## config.mk

```make
export PLATFORM = sky130hd
export DESIGN_NAME = addsub_accumulator
export DESIGN_NICKNAME = d
export VERILOG_FILES = /design/src/rtl/addsub_pkg.sv /design/src/rtl/addsub_unit.sv /design/src/rtl/addsub_accumulator.sv
export SDC_FILE = /design/constraint.sdc
export NUM_CORES = 1
export LEC_CHECK = 0
export ABC_AREA = 1
export BUFFER_PORTS_ARGS = -buffer_cell sky130_fd_sc_hd__buf_2
export CORE_MARGIN = 8
export CORE_UTILIZATION = 45
export CTS_CLUSTER_DIAMETER = 60
export DETAILED_ROUTE_END_ITERATION = 16
export PLACE_DENSITY_LB_ADDON = 0.2
export SKIP_CTS_REPAIR_TIMING = 1
export SLEW_MARGIN = 20
export SYNTH_ARGS = -nofsm -noshare
export SYNTH_HDL_FRONTEND = slang
export SYNTH_SLANG_ARGS = --single-unit
```

## constraint.sdc

```tcl
create_clock -name clk -period 1.4 [get_ports clk]
set_clock_uncertainty 0.05 [all_clocks]
set_input_delay 0.14 -clock clk [delete_from_list [all_inputs] [get_ports clk]]
set_output_delay 0.14 -clock clk [all_outputs]
set_load 0.05 [all_outputs]
```

## src/rtl/addsub_pkg.sv

```systemverilog
// Shared constants for the add/subtract accumulator: FSM state encoding and op encoding.
package addsub_pkg;

    typedef logic [1:0] state_t;

    localparam logic [1:0] ST_IDLE = 2'd0;
    localparam logic [1:0] ST_ACC  = 2'd1;
    localparam logic [1:0] ST_DONE = 2'd2;

    localparam logic OP_ADD = 1'b0;
    localparam logic OP_SUB = 1'b1;

endpackage

```

## src/rtl/addsub_unit.sv

```systemverilog
// Combinational add/subtract datapath: a + (b ^ {N{sub}}) + sub with unsigned
// carry-out and two's-complement overflow. Holds no state.
module addsub_unit #(
    parameter int N = 4
) (
    input  logic [N-1:0] a,
    input  logic [N-1:0] b,
    input  logic         sub,
    output logic [N-1:0] sum,
    output logic         cout,
    output logic         ovf
);

    logic [N-1:0] b_x_s;
    logic [N:0]   full_s;

    // Condition the second operand, add with sub as carry-in, derive flags
    always_comb begin
        b_x_s  = b ^ {N{sub}};
        full_s = {1'b0, a} + {1'b0, b_x_s} + {{N{1'b0}}, sub};
        sum    = full_s[N-1:0];
        cout   = full_s[N];
        // Overflow: both addends share a sign that the result does not
        ovf    = (a[N-1] == b_x_s[N-1]) && (full_s[N-1] != a[N-1]);
    end

endmodule

```

## src/rtl/addsub_accumulator.sv

```systemverilog
// Burst add/subtract accumulator: start loads a burst length, operands are
// accumulated through a valid/ready handshake, result is offered with res_valid.
module addsub_accumulator
    import addsub_pkg::*;
#(
    parameter int N  = 4,
    parameter int LW = 4
) (
    input  logic          clk,
    input  logic          rst_n,
    input  logic          start,
    input  logic [LW-1:0] len,
    input  logic          in_valid,
    output logic          in_ready,
    input  logic [N-1:0]  operand,
    input  logic          op,
    output logic          res_valid,
    input  logic          res_ready,
    output logic [N-1:0]  acc,
    output logic          c_flag,
    output logic          v_flag
);

    state_t        state_r;
    state_t        state_n_s;
    logic [N-1:0]  acc_r;
    logic [N-1:0]  acc_n_s;
    logic          c_r;
    logic          c_n_s;
    logic          v_r;
    logic          v_n_s;
    logic [LW-1:0] count_r;
    logic [LW-1:0] count_n_s;
    logic          in_ready_r;
    logic          res_valid_r;

    logic          sub_s;
    logic          transfer_s;
    logic [N-1:0]  sum_s;
    logic          cout_s;
    logic          ovf_s;

    assign sub_s      = (op == OP_SUB);
    assign transfer_s = in_valid && in_ready_r;

    addsub_unit #(.N(N)) u_addsub_unit (
        .a    (acc_r),
        .b    (operand),
        .sub  (sub_s),
        .sum  (sum_s),
        .cout (cout_s),
        .ovf  (ovf_s)
    );

    // Next-state and datapath update selection
    always_comb begin
        state_n_s = state_r;
        acc_n_s   = acc_r;
        c_n_s     = c_r;
        v_n_s     = v_r;
        count_n_s = count_r;
        case (state_r)
            ST_IDLE: begin
                if (start) begin
                    acc_n_s   = {N{1'b0}};
                    c_n_s     = 1'b0;
                    v_n_s     = 1'b0;
                    count_n_s = len;
                    state_n_s = (len == {LW{1'b0}}) ? ST_DONE : ST_ACC;
                end else begin
                    state_n_s = ST_IDLE;
                end
            end
            ST_ACC: begin
                if (transfer_s) begin
                    acc_n_s   = sum_s;
                    c_n_s     = c_r | (cout_s ^ sub_s);
                    v_n_s     = v_r | ovf_s;
                    count_n_s = count_r - LW'(1);
                    state_n_s = (count_r == LW'(1)) ? ST_DONE : ST_ACC;
                end else begin
                    state_n_s = ST_ACC;
                end
            end
            ST_DONE: begin
                if (res_ready) begin
                    state_n_s = ST_IDLE;
                end else begin
                    state_n_s = ST_DONE;
                end
            end
            default: begin
                state_n_s = ST_IDLE;
            end
        endcase
    end

    // State, datapath and handshake registers; handshakes decode the next state
    always_ff @(posedge clk or negedge rst_n) begin
        if (!rst_n) begin
            state_r     <= ST_IDLE;
            acc_r       <= {N{1'b0}};
            c_r         <= 1'b0;
            v_r         <= 1'b0;
            count_r     <= {LW{1'b0}};
            in_ready_r  <= 1'b0;
            res_valid_r <= 1'b0;
        end else begin
            state_r     <= state_n_s;
            acc_r       <= acc_n_s;
            c_r         <= c_n_s;
            v_r         <= v_n_s;
            count_r     <= count_n_s;
            in_ready_r  <= (state_n_s == ST_ACC);
            res_valid_r <= (state_n_s == ST_DONE);
        end
    end

    assign in_ready  = in_ready_r;
    assign res_valid = res_valid_r;
    assign acc       = acc_r;
    assign c_flag    = c_r;
    assign v_flag    = v_r;

endmodule

```

==> reports/qor.csv, run 1 <==
stage,metric,value,unit
synth,Yosys reg bits,14,
routing,Wirelength per Cell,12.8,um
outcome,failing checks,setup timing,
floorplanning,row cnt,16,
floorplanning,CORE AREA,0.00192,mm2
pwr,Seq pwr share,0.265,
routing,First-pass DRT Iterations,4,
finish,FILL cells,185,
worst_setup_path,"slowest stage delay, CP",0.38,ns
pwr,Sw Ratio,0.508,
clock_tree,clock transition at the registers of the reported paths,0.09,ns
synth,synthesized instance count,104,
min_path,type of the worst min-delay path,in2reg,
sta,final setup fails,2,
sta,setup TNS,-0.169,ns
pwr,Int Pwr,0.00133,W
synth,simple-gate portion of the synthesized area,0.268,
placement,Routability Congestion,0.774,
floorplanning,die outline width,60.7,um
routing,via count,835,
sta,"Hold Violations, Final",0,
finish,Ant. Diodes,0,
synth,XOR/XNOR Fraction of Synth Area,0.0488,
placement,DP Wirelength,1.66,mm
finish,share of cells above drive strength 1,0.438,
sta,min Tclk post-route,1.49,ns
finish,Finished Layout Cells,164,
sta,final setup margin,-0.0869,ns
synth,post-synthesis sequential area ratio,0.391,
global_routing,GRT overflow,0,
clock_tree,Sink Count,14,
global_routing,total track usage,0.120,
pwr,Design Power,0.00270,W
sta,Final period util,1.06,
routing,Vias/cell,5.09,
synth,largest family of logic cells by synthesized area,simple AND/OR/NAND/NOR gates,
outcome,status,"complete, but fails checks",
worst_setup_path,CP Cell Sequence,"nand2_2, nand2_2, inv_2, fa_2, nand3b_1, nand3b_1, nand3_1, a21oi_1",
clock_tree,clk_lat worst skew,0.28,ns
clock_tree,Root Buffer,clkbuf_4,
worst_setup_path,slowest cell on the critical path,dfrtp_2,
global_routing,first-pass GRT wire length,3.32,mm
synth,post-synthesis mux area share,0,
sta,Max Slew Vio Count,0,
sta,relative slew slack,0.780,
placement,IO Port Bufs,21,
worst_setup_path,Worst Path Max Fanout,2,
routing,DRT Wirelength,2.10,mm
synth,adder-cell share of the synthesized area,0.0921,
pwr,Max IR drop VDD,0.00126,V
sta,unrepaired setup endpoints after global routing,true,
finish,Synth-to-Final Area Change,30.3,%
synth,area fraction of the dominant cell type after synthesis,0.391,
clock_tree,CTS tree,done,
routing,initial DRC count,9,
clock_tree,CTS H-tree depth,1,
pwr,Sw Pwr,0.00137,W
sta,Max Fclk,673,MHz
pwr,Logic pwr share,0.647,
synth,Synth Area per Inst,8.63,um2
worst_setup_path,worst r2r path cells,8,
clock_tree,CTS Buffer Depth,2,
global_routing,initial antenna violation count,0,
floorplanning,Chip Height,60.7,um
placement,Place WS,-0.208,ns
worst_setup_path,critical path data arrival time,1.64,ns
synth,Post-Syn Nets,124,
worst_setup_path,WP data required,1.56,ns
synth,top post-synthesis cells by area,"dfrtp_1 (39%), nand2_1 (7.5%), ha_1 (7.0%), inv_1 (5.4%), nand3_1 (5.0%)",
worst_setup_path,critical path type,reg2reg,
pwr,Clock Power Share,0.089,
finish,nets,158,
global_routing,vias in the first global route,810,
routing,antenna-violating nets left,0,
worst_setup_path,CP Capture Type,flip-flop,
worst_setup_path,CP Launch Type,flip-flop,
synth,post-synth cell types,25,
pwr,LEAKAGE,0.600,nW
synth,Synth warnings,0,
run,Maximum Capacitance Violations,0,
min_path,hold path depth,3,
placement,placed insts,158,
pwr,PD cells,2310,mW/mm2
floorplanning,Ports,22,
floorplanning,Initial Utilization,0.467,
clock_tree,CTS buffer count,3,
routing,DRC viols,0,
synth,Synth Cell Area,897,um2
synth,cell taking the most area after synthesis,dfrtp_1,
global_routing,largest net degree at the start of global routing,15,
sta,Least-Margin Pin Slew,0.330,ns
synth,compound-gate portion of the synthesized area,0.128,
floorplanning,die area,0.00368,mm2
## synthesized netlist by cell type
cell / instances
inv_1: 13
nor2_1: 3
xnor2_1: 1
o21ai_0: 3
o221ai_1: 1
a21oi_1: 7
inv_2: 3
buf_2: 1
ha_1: 5
nand4_1: 1
xor2_1: 4
nand3_1: 9
nor4_1: 1
o211ai_1: 1
dfrtp_1: 14
fa_1: 1
nor2_2: 1
nand2_1: 18
o22ai_1: 3
a21oi_2: 2
nand2_4: 2
a22oi_2: 1
nor2_4: 3
nand3b_1: 3
nand2_2: 3
## state kept, by name, summed over array words and instances, names as in the netlist
register   flops
acc            4
count_r        4
state_r        2
c_flag         1
in_ready       1
res_valid      1
v_flag         1
## power by group through the flow
stage / Combinational (W) / Sequential [W] / Clock, W
2_1_floorplan: 0.000883 / 0.00107 / 0
6_report: 0.00175 / 0.000715 / 0.000240
5_1_grt: 0.00192 / 0.000738 / 0.000257
3_5_place_dp: 0.00167 / 0.000722 / 0
4_1_cts: 0.00167 / 0.000717 / 0.000247
3_3_place_gp: 0.00162 / 0.000719 / 0
## final timing paths
kind	endpoint	from	slack, ns
worst max-delay path	c_flag	acc[0]	-0.09
worst min-delay path	count_r[1]	len[1]	0.05
worst max register to register	c_flag	acc[0]	-0.09
worst min register to register	v_flag	v_flag	0.47
max in group asynchronous	acc[2]	rst_n	0.80
min in group asynchronous	acc[1]	rst_n	0.24
## per-stage QoR
step	instance area (um2)	hold slack (ns)	util
finish	1170	0.0517	0.608
global route	1170	0.0704	0.608
CTS	1130	-0.305	0.588
global placement	1100	0.00291	0.574
floorplan	917	-0.206	-
detailed placement	1100	0.00686	0.574
## cells in the final DEF (no fill, tap or decap), drive strengths merged, types with 3 or more instances in the layout
cell type / instances
inv: 16
buf: 29
nor2: 7
xor2: 4
nand3: 9
nand2: 23
dfrtp: 14
o22ai: 3
o21ai: 3
nand3b: 3
a21oi: 9
clkbuf: 4
ha: 5
## layout make-up
type	count	area [um2]	area share
multi-input cells	73	514	0.440
inverters	16	60.1	0.0514
well taps	27	33.8	0.0289
repair buffers	30	179	0.153
clock buffers	4	26.3	0.0225
flip-flops and latches	14	355	0.304
## layer usage
layer / GRT usage / vias to the layer above / part of all wire
met2: 0.204 / 14 / 0.54
met3: 0.0275 / 2 / 0.040
met5: 0 / - / 0
li1: - / 414 / -
met1: 0.122 / 405 / 0.41
met4: 0.0997 / 0 / 0.013
## logic make-up after synthesis
group | after synthesis
AO/OA/AOI/OAI | 18
buffers and inverters | 17
adder cells (fa/ha/maj) | 6
flip-flops | 14
AND/OR/NAND/NOR | 44
XOR/XNOR | 5
## worst max-delay path, delay by kind of cell (launching register included)
kind                       cells  cell delay [ns]
and+or+nand+nor                5             0.51
buffers and inverters          1             0.04
AOI/OAI and AO/OA              1             0.12
adders and majority gates      1             0.33
DFF                            1             0.38
(Power assumes the default switching activity.)
==> run 2, diff against run 1 <==
==> constraint.sdc (replaced) <==
create_clock -name clk -period 1.9 [get_ports clk]
set_clock_uncertainty 0.05 [all_clocks]
set_input_delay 0.19 -clock clk [delete_from_list [all_inputs] [get_ports clk]]
set_output_delay 0.19 -clock clk [all_outputs]
set_load 0.05 [all_outputs]
==> run 2 against run 1 <==
  * Combinational power is 37% lower
  * Sequential cell count stayed put
  * Highest routed layer unchanged
  * Non-clock buffer count is 8 lower
  * Count of clock-buffer cells in the layout stayed put
  * Via count is 8.9% lower
  * Routed wire length is 12% lower
  * The run now ends clean
  * Setup slack better by 0.43 ns
  * Sequential power is 27% lower
  * Cell area is 7.8% lower
==> reports/qor.csv, run 2 (synthesized netlist as in run 1, its figures left out) <==
stage,metric,value,unit,change
global_routing,largest net degree at the start of global routing,15,,unchanged
clock_tree,CTS Buffer Depth,2,,unchanged
floorplanning,Chip Height,60.7,um,unchanged
outcome,status,"finished, final reports clean",,"was complete, but fails checks"
clock_tree,clock transition at the registers of the reported paths,0.09,ns,about the same
routing,Vias/cell,4.88,,was 5.09
worst_setup_path,CP Launch Type,flip-flop,,unchanged
sta,unrepaired setup endpoints after global routing,false,,was true
worst_setup_path,Worst Path Max Fanout,3,,was 2
pwr,Int Pwr,0.000905,W,was 0.00133 W
clock_tree,Root Buffer,clkbuf_4,,unchanged
clock_tree,CTS tree,done,,unchanged
floorplanning,row cnt,16,,unchanged
worst_setup_path,worst r2r path cells,8,,unchanged
sta,relative slew slack,0.672,,was 0.780
pwr,Clock Power Share,0.117,,was 0.089
finish,Synth-to-Final Area Change,20.1,%,was 30.3%
global_routing,vias in the first global route,749,,was 810
clock_tree,Sink Count,14,,unchanged
finish,share of cells above drive strength 1,0.310,,was 0.438
pwr,PD cells,1720,mW/mm2,was 2310 mW/mm2
routing,DRT Wirelength,1.85,mm,was 2.10 mm
floorplanning,die area,0.00368,mm2,unchanged
worst_setup_path,"CP delay by family, top",simple AND/OR/NAND/NOR gates,,unchanged
worst_setup_path,WP data required,2.06,ns,was 1.56 ns
min_path,type of the worst min-delay path,in2reg,,unchanged
min_path,hold path start,len[1],,unchanged
sta,Final period util,0.822,,was 1.06
worst_setup_path,Reg2Reg Capture Point,c_flag,,unchanged
finish,"commonest non-fill, non-tap cells in the layout","buf_2 (21), nand2_1 (18), dfrtp_1 (14), inv_1 (13), nand3_1 (9)",,"was buf_2 (21), nand2_1 (14), inv_1 (12), dfrtp_1 (10), nand3_1 (9)"
floorplanning,CORE AREA,0.00192,mm2,unchanged
pwr,Sw Ratio,0.511,,was 0.508
routing,DRC viols,0,,unchanged
worst_setup_path,critical path data arrival time,1.72,ns,was 1.64 ns
worst_setup_path,r2r startpoint,acc[0],,unchanged
global_routing,total track usage,0.113,,was 0.120
placement,Place WS,0.294,ns,was -0.208 ns
finish,"commonest non-fill, non-tap cell in the layout",buf_2,,unchanged
floorplanning,die outline width,60.7,um,unchanged
placement,Routability Congestion,0.823,,was 0.774
sta,Max Slew Vio Count,0,,unchanged
pwr,LEAKAGE,0.571,nW,was 0.600 nW
floorplanning,Ports,22,,unchanged
pwr,Sw Pwr,0.000945,W,was 0.00137 W
routing,initial DRC count,8,,was 9
worst_setup_path,CP Buf/Inv Count,1,,unchanged
sta,hold slack,0.107,ns,was 0.0517 ns
routing,Wirelength per Cell,11.9,um,was 12.8 um
sta,"Hold Violations, Final",0,,unchanged
global_routing,first-pass GRT wire length,3.11,mm,was 3.32 mm
sta,min Tclk post-route,1.56,ns,was 1.49 ns
sta,Max Fclk,640,MHz,was 673 MHz
sta,final setup margin,0.338,ns,was -0.0869 ns
routing,via count,761,,was 835
clock_tree,clk_lat worst skew,0.29,ns,was 0.28 ns
min_path,hold path depth,3,,unchanged
sta,final setup fails,0,,was 2
clock_tree,CTS H-tree depth,1,,unchanged
placement,Post-DP Area,0.00103,mm2,was 0.00110 mm2
global_routing,GRT overflow,0,,unchanged
clock_tree,CTS buffer count,3,,unchanged
placement,IO Port Bufs,21,,unchanged
sta,Least-Margin Pin Slew,0.487,ns,was 0.330 ns
placement,DP Wirelength,1.52,mm,was 1.66 mm
worst_setup_path,slowest cell on the critical path,fa_1,,was dfrtp_2
routing,antenna-violating nets left,0,,unchanged
pwr,Max IR drop VDD,0.000772,V,was 0.00126 V
worst_setup_path,CP Capture Type,flip-flop,,unchanged
finish,nets,150,,was 158
pwr,Logic pwr share,0.599,,was 0.647
worst_setup_path,critical path type,reg2reg,,unchanged
finish,Ant. Diodes,0,,unchanged
worst_setup_path,CP Cell Sequence,"nand2_1, nand2_1, inv_1, fa_1, nand3b_1, nand3b_1, nand3_1, a21oi_1",,"was nand2_2, nand2_2, inv_2, fa_2, nand3b_1, nand3b_1, nand3_1, a21oi_1"
worst_setup_path,"slowest stage delay, CP",0.39,ns,was 0.38 ns
min_path,WHS Endpoint,count_r[1],,unchanged
finish,"Design Area, Final",0.00108,mm2,was 0.00117 mm2
global_routing,initial antenna violation count,0,,unchanged
floorplanning,Initial Utilization,0.467,,unchanged
worst_setup_path,reg2reg setup slack,0.34,ns,was -0.09 ns
run,Maximum Capacitance Violations,0,,unchanged
pwr,Seq pwr share,0.283,,was 0.265
routing,First-pass DRT Iterations,4,,unchanged
sta,setup TNS,0,ns,was -0.169 ns
==> run 2: cell count changes in the layout (fill, tap and decap cells not counted), sizes merged <==
cell / previous run / this run
buf: 29 / 21
==> run 2: worst max path at each step <==
| stage | from | endpoint | slack, ns | depth (start not counted) |
|---|---|---|---|---|
| after floorplan | acc[0] | c_flag | 0.08 | 9 |
| after global placement | op | v_flag | 0.31 | 11 |
| after detailed placement | op | acc[3] | 0.29 | 10 |
| after CTS | acc[0] | c_flag | 0.32 | 8 |
| after global routing | acc[0] | c_flag | 0.23 | 9 |
| final | acc[0] | c_flag | 0.34 | 8 |
==> run 2: area by class of cell <==
class / instances / area [um2]
multi-input cells: 73 / 482
clock buffers: 4 / 36.3
well taps: 27 / 33.8
fillers: 194 / 845
flip-flops and latches: 14 / 350
repair buffers: 22 / 115
inverters: 16 / 60.1
==> run 2: power groups by stage <==
stage          combinational [W]  sequential, W  clock [W]
6_report                 0.00111       0.000524   0.000217
5_1_grt                  0.00123       0.000545   0.000235
4_1_cts                  0.00113       0.000525   0.000223
3_5_place_dp             0.00112       0.000529          0
3_3_place_gp             0.00110       0.000523          0
2_1_floorplan           0.000636       0.000776          0
==> run 2: tightest hold or removal path, cell delays in order <==
cell and delay, ns:
buf_2 0.10, nand2_1 0.05, o221ai_1 0.06
==> run 2: per-layer routing <==
layer / vias up / global-route usage / wire (um)
met5: - / 0 / 0
met4: 0 / 0.0864 / 54
met3: 5 / 0.0212 / 114
met2: 20 / 0.189 / 898
met1: 341 / 0.125 / 785
li1: 395 / - / -
==> run 2: stage by stage <==
stage	std cells	utilization	power [W]
final	156	0.561	0.00185
after global routing	156	0.561	0.00201
after CTS	155	0.555	0.00188
after detailed placement	151	0.536	0.00165
after global placement	151	0.536	0.00162
after floorplan	104	-	0.00141
